$ cat src/rtl/tracker_pkg.sv
// tracker_pkg: shared pixel type, frame geometry defaults and sampler FSM states
package tracker_pkg;
  localparam int GRID = 16;
  localparam int H_ACTIVE_DEF = 800;
  localparam int V_ACTIVE_DEF = 600;
  typedef struct packed {
    logic [9:0] r;
    logic [9:0] g;
    logic [9:0] b;
  } pixel_t;
  typedef enum logic [1:0] {IDLE, WAIT_SOF, CAPTURE} state_t;
endpackage

$ cat src/rtl/raster_counter.sv
// raster_counter: x/y position of the current pixel in a raster stream, cleared by start-of-frame
module raster_counter #(
  parameter int H_ACTIVE = 800,
  parameter int CW = 12
) (
  input  logic          clk,
  input  logic          rst_n,
  input  logic          valid,
  input  logic          sof,
  output logic [CW-1:0] x,
  output logic [CW-1:0] y
);
  logic [CW-1:0] xr, yr;
  assign x = sof ? '0 : xr;
  assign y = sof ? '0 : yr;
  // step to the next position on each valid pixel, wrapping at end of line
  always_ff @(posedge clk or negedge rst_n)
    if (!rst_n) begin
      xr <= '0;
      yr <= '0;
    end else if (valid) begin
      xr <= x == CW'(H_ACTIVE - 1) ? '0 : x + 1'b1;
      yr <= x == CW'(H_ACTIVE - 1) ? y + 1'b1 : y;
    end
endmodule

$ cat src/rtl/roi_sampler.sv
// roi_sampler: picks a 16x16 strided grid of pixels from a region of interest in one frame
module roi_sampler
  import tracker_pkg::*;
#(
  parameter int H_ACTIVE = H_ACTIVE_DEF,
  parameter int V_ACTIVE = V_ACTIVE_DEF,
  parameter int CW = 12
) (
  input  logic          i_clk,
  input  logic          i_rst_n,
  input  logic [9:0]    i_R,
  input  logic [9:0]    i_G,
  input  logic [9:0]    i_B,
  input  logic          i_valid,
  input  logic          i_sof,
  input  logic [CW-1:0] i_roi_x,
  input  logic [CW-1:0] i_roi_y,
  input  logic [1:0]    i_stride_log2,
  input  logic          i_arm,
  output logic [9:0]    o_R,
  output logic [9:0]    o_G,
  output logic [9:0]    o_B,
  output logic          o_take,
  output logic [7:0]    o_idx,
  output logic          o_busy,
  output logic          o_done,
  output logic          o_err
);
  state_t state, state_d;
  pixel_t px;
  logic [CW-1:0] x, y, rx, ry, dx, dy, qx, qy, m;
  logic [CW:0] ex, ey;
  logic [1:0] s;
  logic [7:0] cnt;
  logic sof_px, arm_ok, hit, cap, take, done, abort, err;
  assign {o_R, o_G, o_B} = {px.r, px.g, px.b};
  raster_counter #(.H_ACTIVE(H_ACTIVE), .CW(CW)) u_rc (
    .clk(i_clk), .rst_n(i_rst_n), .valid(i_valid), .sof(i_sof), .x(x), .y(y)
  );
  // range check, sample decode and next-state selection
  always_comb begin
    ex = {1'b0, i_roi_x} + ((CW+1)'(GRID - 1) << i_stride_log2);
    ey = {1'b0, i_roi_y} + ((CW+1)'(GRID - 1) << i_stride_log2);
    arm_ok = ex <= (CW+1)'(H_ACTIVE - 1) && ey <= (CW+1)'(V_ACTIVE - 1);
    dx = x - rx;
    dy = y - ry;
    qx = dx >> s;
    qy = dy >> s;
    m = ~({CW{1'b1}} << s);
    hit = x >= rx && y >= ry && (dx & m) == '0 && (dy & m) == '0 && qx < CW'(GRID) && qy < CW'(GRID);
    sof_px = i_valid && i_sof;
    cap = i_valid && ((state == CAPTURE && !i_sof) || (state == WAIT_SOF && i_sof));
    take = cap && hit;
    done = take && cnt == 8'd255;
    abort = state == CAPTURE && sof_px;
    err = (state == IDLE && i_arm && !arm_ok) || abort;
    state_d = state == IDLE ? (i_arm && arm_ok ? WAIT_SOF : IDLE) :
              state == WAIT_SOF ? (sof_px ? CAPTURE : WAIT_SOF) :
              (abort || done ? IDLE : CAPTURE);
  end
  // FSM state register
  always_ff @(posedge i_clk or negedge i_rst_n)
    if (!i_rst_n) state <= IDLE;
    else state <= state_d;
  // latch ROI on any arm seen in IDLE; the sample count restarts while idle
  always_ff @(posedge i_clk or negedge i_rst_n)
    if (!i_rst_n) begin
      rx <= '0;
      ry <= '0;
      s <= '0;
      cnt <= '0;
    end else begin
      if (state == IDLE && i_arm) begin
        rx <= i_roi_x;
        ry <= i_roi_y;
        s <= i_stride_log2;
      end
      cnt <= state == IDLE ? '0 : cnt + {7'd0, take};
    end
  // registered sample and status outputs; busy lags state so it stays high with done
  always_ff @(posedge i_clk or negedge i_rst_n)
    if (!i_rst_n) begin
      px <= '0;
      o_idx <= '0;
      o_take <= 1'b0;
      o_busy <= 1'b0;
      o_done <= 1'b0;
      o_err <= 1'b0;
    end else begin
      o_take <= take;
      o_done <= done;
      o_err <= err;
      o_busy <= state != IDLE;
      if (take) begin
        px <= {i_R, i_G, i_B};
        o_idx <= {qy[3:0], qx[3:0]};
      end
    end
endmodule

$ cat config.mk
export PLATFORM = sky130hd
export DESIGN_NAME = roi_sampler
export DESIGN_NICKNAME = d
export VERILOG_FILES = /design/src/rtl/tracker_pkg.sv /design/src/rtl/raster_counter.sv /design/src/rtl/roi_sampler.sv
export SDC_FILE = /design/constraint.sdc
export NUM_CORES = 1
export LEC_CHECK = 0
export ABC_CLOCK_PERIOD_IN_PS = 4500
export CAP_MARGIN = 20
export CELL_PAD_IN_SITES_DETAIL_PLACEMENT = 1
export CELL_PAD_IN_SITES_GLOBAL_PLACEMENT = 2
export CORE_MARGIN = 5
export CORE_UTILIZATION = 30
export CTS_BUF_LIST = sky130_fd_sc_hd__clkbuf_4 sky130_fd_sc_hd__clkbuf_8
export CTS_CLUSTER_DIAMETER = 30
export DETAILED_ROUTE_END_ITERATION = 6
export DONT_BUFFER_PORTS = 1
export GPL_ROUTABILITY_DRIVEN = 0
export GPL_TIMING_DRIVEN = 0
export PLACE_DENSITY = 0.68
export SLEW_MARGIN = 20
export SYNTH_ARGS = -nofsm -noshare
export SYNTH_HDL_FRONTEND = slang
export SYNTH_HIERARCHICAL = 1
export SYNTH_SLANG_ARGS = --single-unit
$ cat constraint.sdc
create_clock -name i_clk -period 4.5 [get_ports i_clk]
set_input_delay 0.225 -clock i_clk [delete_from_list [all_inputs] [get_ports i_clk]]
set_output_delay 0.225 -clock i_clk [all_outputs]
set_load 0.05 [all_outputs]
==> flow_summary_export.csv <==
group,metric,value,unit
setup_path,timing.setup.critical_path_class,"register to register",
sta,fmaxAchievable,232,MHz
logic_synthesis,top_area_cell_type_share_of_the_netlist_area,0.380,
global_route,antenna_found_initial,1,
sta,finalSetupViolCount,0,
logic_synthesis,ys_seq_elements,102,
pwr,combinationalPowerShare,0.320,
pwr,ir_worst_vdd,0.120,mV
setup_path,critPathSlowestCell,"sky130_fd_sc_hd__or4_4",
sta,fin_crit,4310,ps
sta,post-route-period-util,0.957,
final_layout,layout.filler_cells,2507,
global_route,grt_first_pass_wirelength,32900,µm
floorplan,initial_cell_density_of_the_core,0.306,
route,detailedRoute.firstPassIterationCount,4,
setup_path,critPathRequiredTime,4770,ps
pwr,power_report.internal_total,1.57,mW
placed_design,placement.cell_area,7060,µm²
placed_design,place.port_buffers,0,
logic_synthesis,synth_enable_flop_cells,0,
route,vias,5484,
setup_path,end_kind,"register",
final_layout,layout_common_cells,"101 x sky130_fd_sc_hd__dfrtp_1, 69 x sky130_fd_sc_hd__nand2_1, 55 x sky130_fd_sc_hd__dlygate4sd3_1",
logic_synthesis,post_synthesis_instance_total,701,
global_route,gr-total-overflow,0,
final_layout,mostFrequentLayoutCell,"sky130_fd_sc_hd__dfrtp_1",
logic_synthesis,ys_dominant_reg_cell,"sky130_fd_sc_hd__dfrtp_1",
clock_network,tritoncts_num_sinks,102,
final_layout,areaGrowthSynthToFinish,18.4,%
floorplan,die-area,25500,µm²
final_layout,drive_above_1_share,0.0827,
floorplan,rows,54,
final_layout,post_route_utilization,0.363,
global_route,grt_max_degree,103,
floorplan,io_pins,103,
sta,slew_violations,0,
job,drv.max_cap_violation_count,0,
pwr,cellLeakagePower,3.60,nW
final_layout,post_route_cell_area,7940,µm²
placed_design,hpwl,15400,µm
placed_design,placed_instances,981,
pwr,pwr_density_cell,304,nW/µm²
sta,worst_hold_margin,35.2,ps
pwr,clockPowerShare,0.260,
global_route,grt_use_total,0.159,
logic_synthesis,synth.yosys.warnings,6,
logic_synthesis,share_of_synthesized_flip_flops_with_an_asynchronous_set_or_reset,1.00,
worst_hold_path,hp-class,"input port to register",
clock_network,cts_made_buffers,9,
setup_path,start_kind,"register",
pwr,power,2.41,mW
pwr,net_sw_power,841,µW
clock_network,clk-insertion-delay-late,400,ps
clock_network,cts-root-buf,"sky130_fd_sc_hd__clkbuf_8",
pwr,power.share.sequential,0.420,
route,finalWirelength,20500,µm
setup_path,critical_path.cell_chain,"nor2b_1, ha_1, buf_4, a21oi_2, o221ai_1, or4_4, a2111oi_4, nand3_1, or4_4, nor4_4, buf_4, ha_2, ha_2, nand3_1, xor2_1, nor2_1",
sta,worstMarginPinSlew,707,ps
clock_network,tritoncts,"done",
floorplan,core_area,21900,µm²
sta,tns,0,ps
route,post_drt_via_cell_ratio,5.20,
sta,worst_max_slew_margin_expressed_relative_to_the_limit,0.528,
clock_network,clockBufferDepth,2,
final_layout,instances_no_fill,1055,
sta,setup_ws,193,ps
clock_network,cts_max_level,3,
setup_path,worst-endpoint-arrival,4580,ps
setup_path,max_stage_delay,560,ps
logic_synthesis,synth.cell_area,6710,µm²
route,detailedRoute.firstIterationViolations,275,
setup_path,worst-path-max-fanout,9,
global_route,first_global_vias,5970,
floorplan,die_width,160,µm
floorplan,fp.dieH,160,µm
status,run_status,"completed",
logic_synthesis,synth_cell_type_count,71,
placed_design,post-place-ws,-1040,ps
logic_synthesis,postSynthNetCount,806,
sta,clock-skew-final,14.2,ps
route,antenna_violating_nets_post_route,0,
logic_synthesis,main_area_contributors_after_synthesis,"sky130_fd_sc_hd__dfrtp_1 38%, sky130_fd_sc_hd__ha_1 7.5%, sky130_fd_sc_hd__mux2_1 6.4%",
route,drcViolationCount,0,
pwr,sw_frac_of_total,0.349,
sta,timing_hold_violations_final,0,
clock_network,clock_pin_slew_worst_setup_and_hold_paths,100,ps
final_layout,num-nets-final,874,
logic_synthesis,yosysTopAreaCell,"sky130_fd_sc_hd__dfrtp_1",
logic_synthesis,postSynthAreaPerCell,9.57,µm²
logic_synthesis,synth_sequential_area_ratio,0.380,
route,routed_wire_length_per_instance,19.4,µm
worst paths after layout:
check	start	end	slack (ps)	depth (start not counted)
min in group asynchronous	i_rst_n	cnt[5]	450	2
min reg2reg	u_rc/yr[0]	u_rc/yr[0]	540	2
max	u_rc/yr[9]	cnt[6]	190	16
max reg2reg	u_rc/yr[9]	cnt[6]	190	16
max in group asynchronous	i_rst_n	rx[1]	3650	2
min	i_sof	u_rc/yr[0]	40	2
repair_timing:
action	4_1_cts	5_1_grt
hold endpoints to repair	156	0
setup buffers	0	1
resized for setup	5	16
hold buffers	56	0
setup endpoints to repair	8	7
pin swaps	0	3
gates cloned	0	0
layer usage:
layer,global-route usage,part of all wire,vias to the layer above
li1,-,-,2643
met1,0.199,0.44,2749
met2,0.278,0.51,76
met3,0.0269,0.031,16
met4,0.0516,0.015,0
met5,0,0,-
cells in the mapped netlist, types with 14 or more instances:
cell,n
sky130_fd_sc_hd__nand4_1,16
sky130_fd_sc_hd__nand3_1,15
sky130_fd_sc_hd__clkbuf_1,14
sky130_fd_sc_hd__a21oi_1,37
sky130_fd_sc_hd__nand2_1,69
sky130_fd_sc_hd__dfrtp_1,102
sky130_fd_sc_hd__nor2b_1,25
sky130_fd_sc_hd__nor2_1,43
sky130_fd_sc_hd__mux2_1,38
sky130_fd_sc_hd__inv_1,52
sky130_fd_sc_hd__xor2_1,19
sky130_fd_sc_hd__o21ai_0,38
sky130_fd_sc_hd__ha_1,40
power groups by stage:
stage,clock (mW),combinational (mW),sequential (mW)
2_1_floorplan,0,0.515,1.02
3_5_place_dp,0,0.689,1.03
3_3_place_gp,0,0.667,1.03
4_1_cts,0.660,0.760,1.01
5_1_grt,0.690,0.855,1.02
6_report,0.628,0.772,1.01
registers in the layout, summed over array words and instances, names as in the netlist, 2 cells and up:
name	cells
o_G	10
state	2
s	2
ry	12
o_B	10
o_idx	8
u_rc/yr	12
o_R	10
u_rc/xr	12
rx	12
cnt	8
cells by family (layout without fill, tap and decap cells):
family / Yosys count / after routing / synth area share
other cells: 0 / 1 / 0
compound gates: 151 / 151 / 0.149
buf+inv: 74 / 147 / 0.0453
flops: 102 / 102 / 0.380
xor+xnor: 29 / 29 / 0.0379
mux: 59 / 59 / 0.108
fa+ha+maj: 44 / 44 / 0.0865
simple gates: 242 / 242 / 0.193
final cells by class:
type                            instances  area [µm²]  area share
Multi-Input combinational cell        525        3940       0.496
Sequential cell                       102        2550       0.322
Timing Repair Buffer                   57         586      0.0737
Tap cell                              280         350      0.0441
Inverter                               52         195      0.0246
Clock buffer                           12         146      0.0184
Buffer                                 22         113      0.0142
Clock inverter                          4        55.1     0.00693
Antenna cell                            1        2.50    0.000315
worst max-delay path, delay by kind of cell, from the launching register on:
family | cells | cell delay [ps]
and+or+nand+nor | 7 | 1830
adders and majority gates | 3 | 740
AOI/OAI and AO/OA | 3 | 670
DFF | 1 | 410
buffers and inverters | 2 | 350
xor gates and xnor gates | 1 | 170
(Power assumes the default switching activity.)
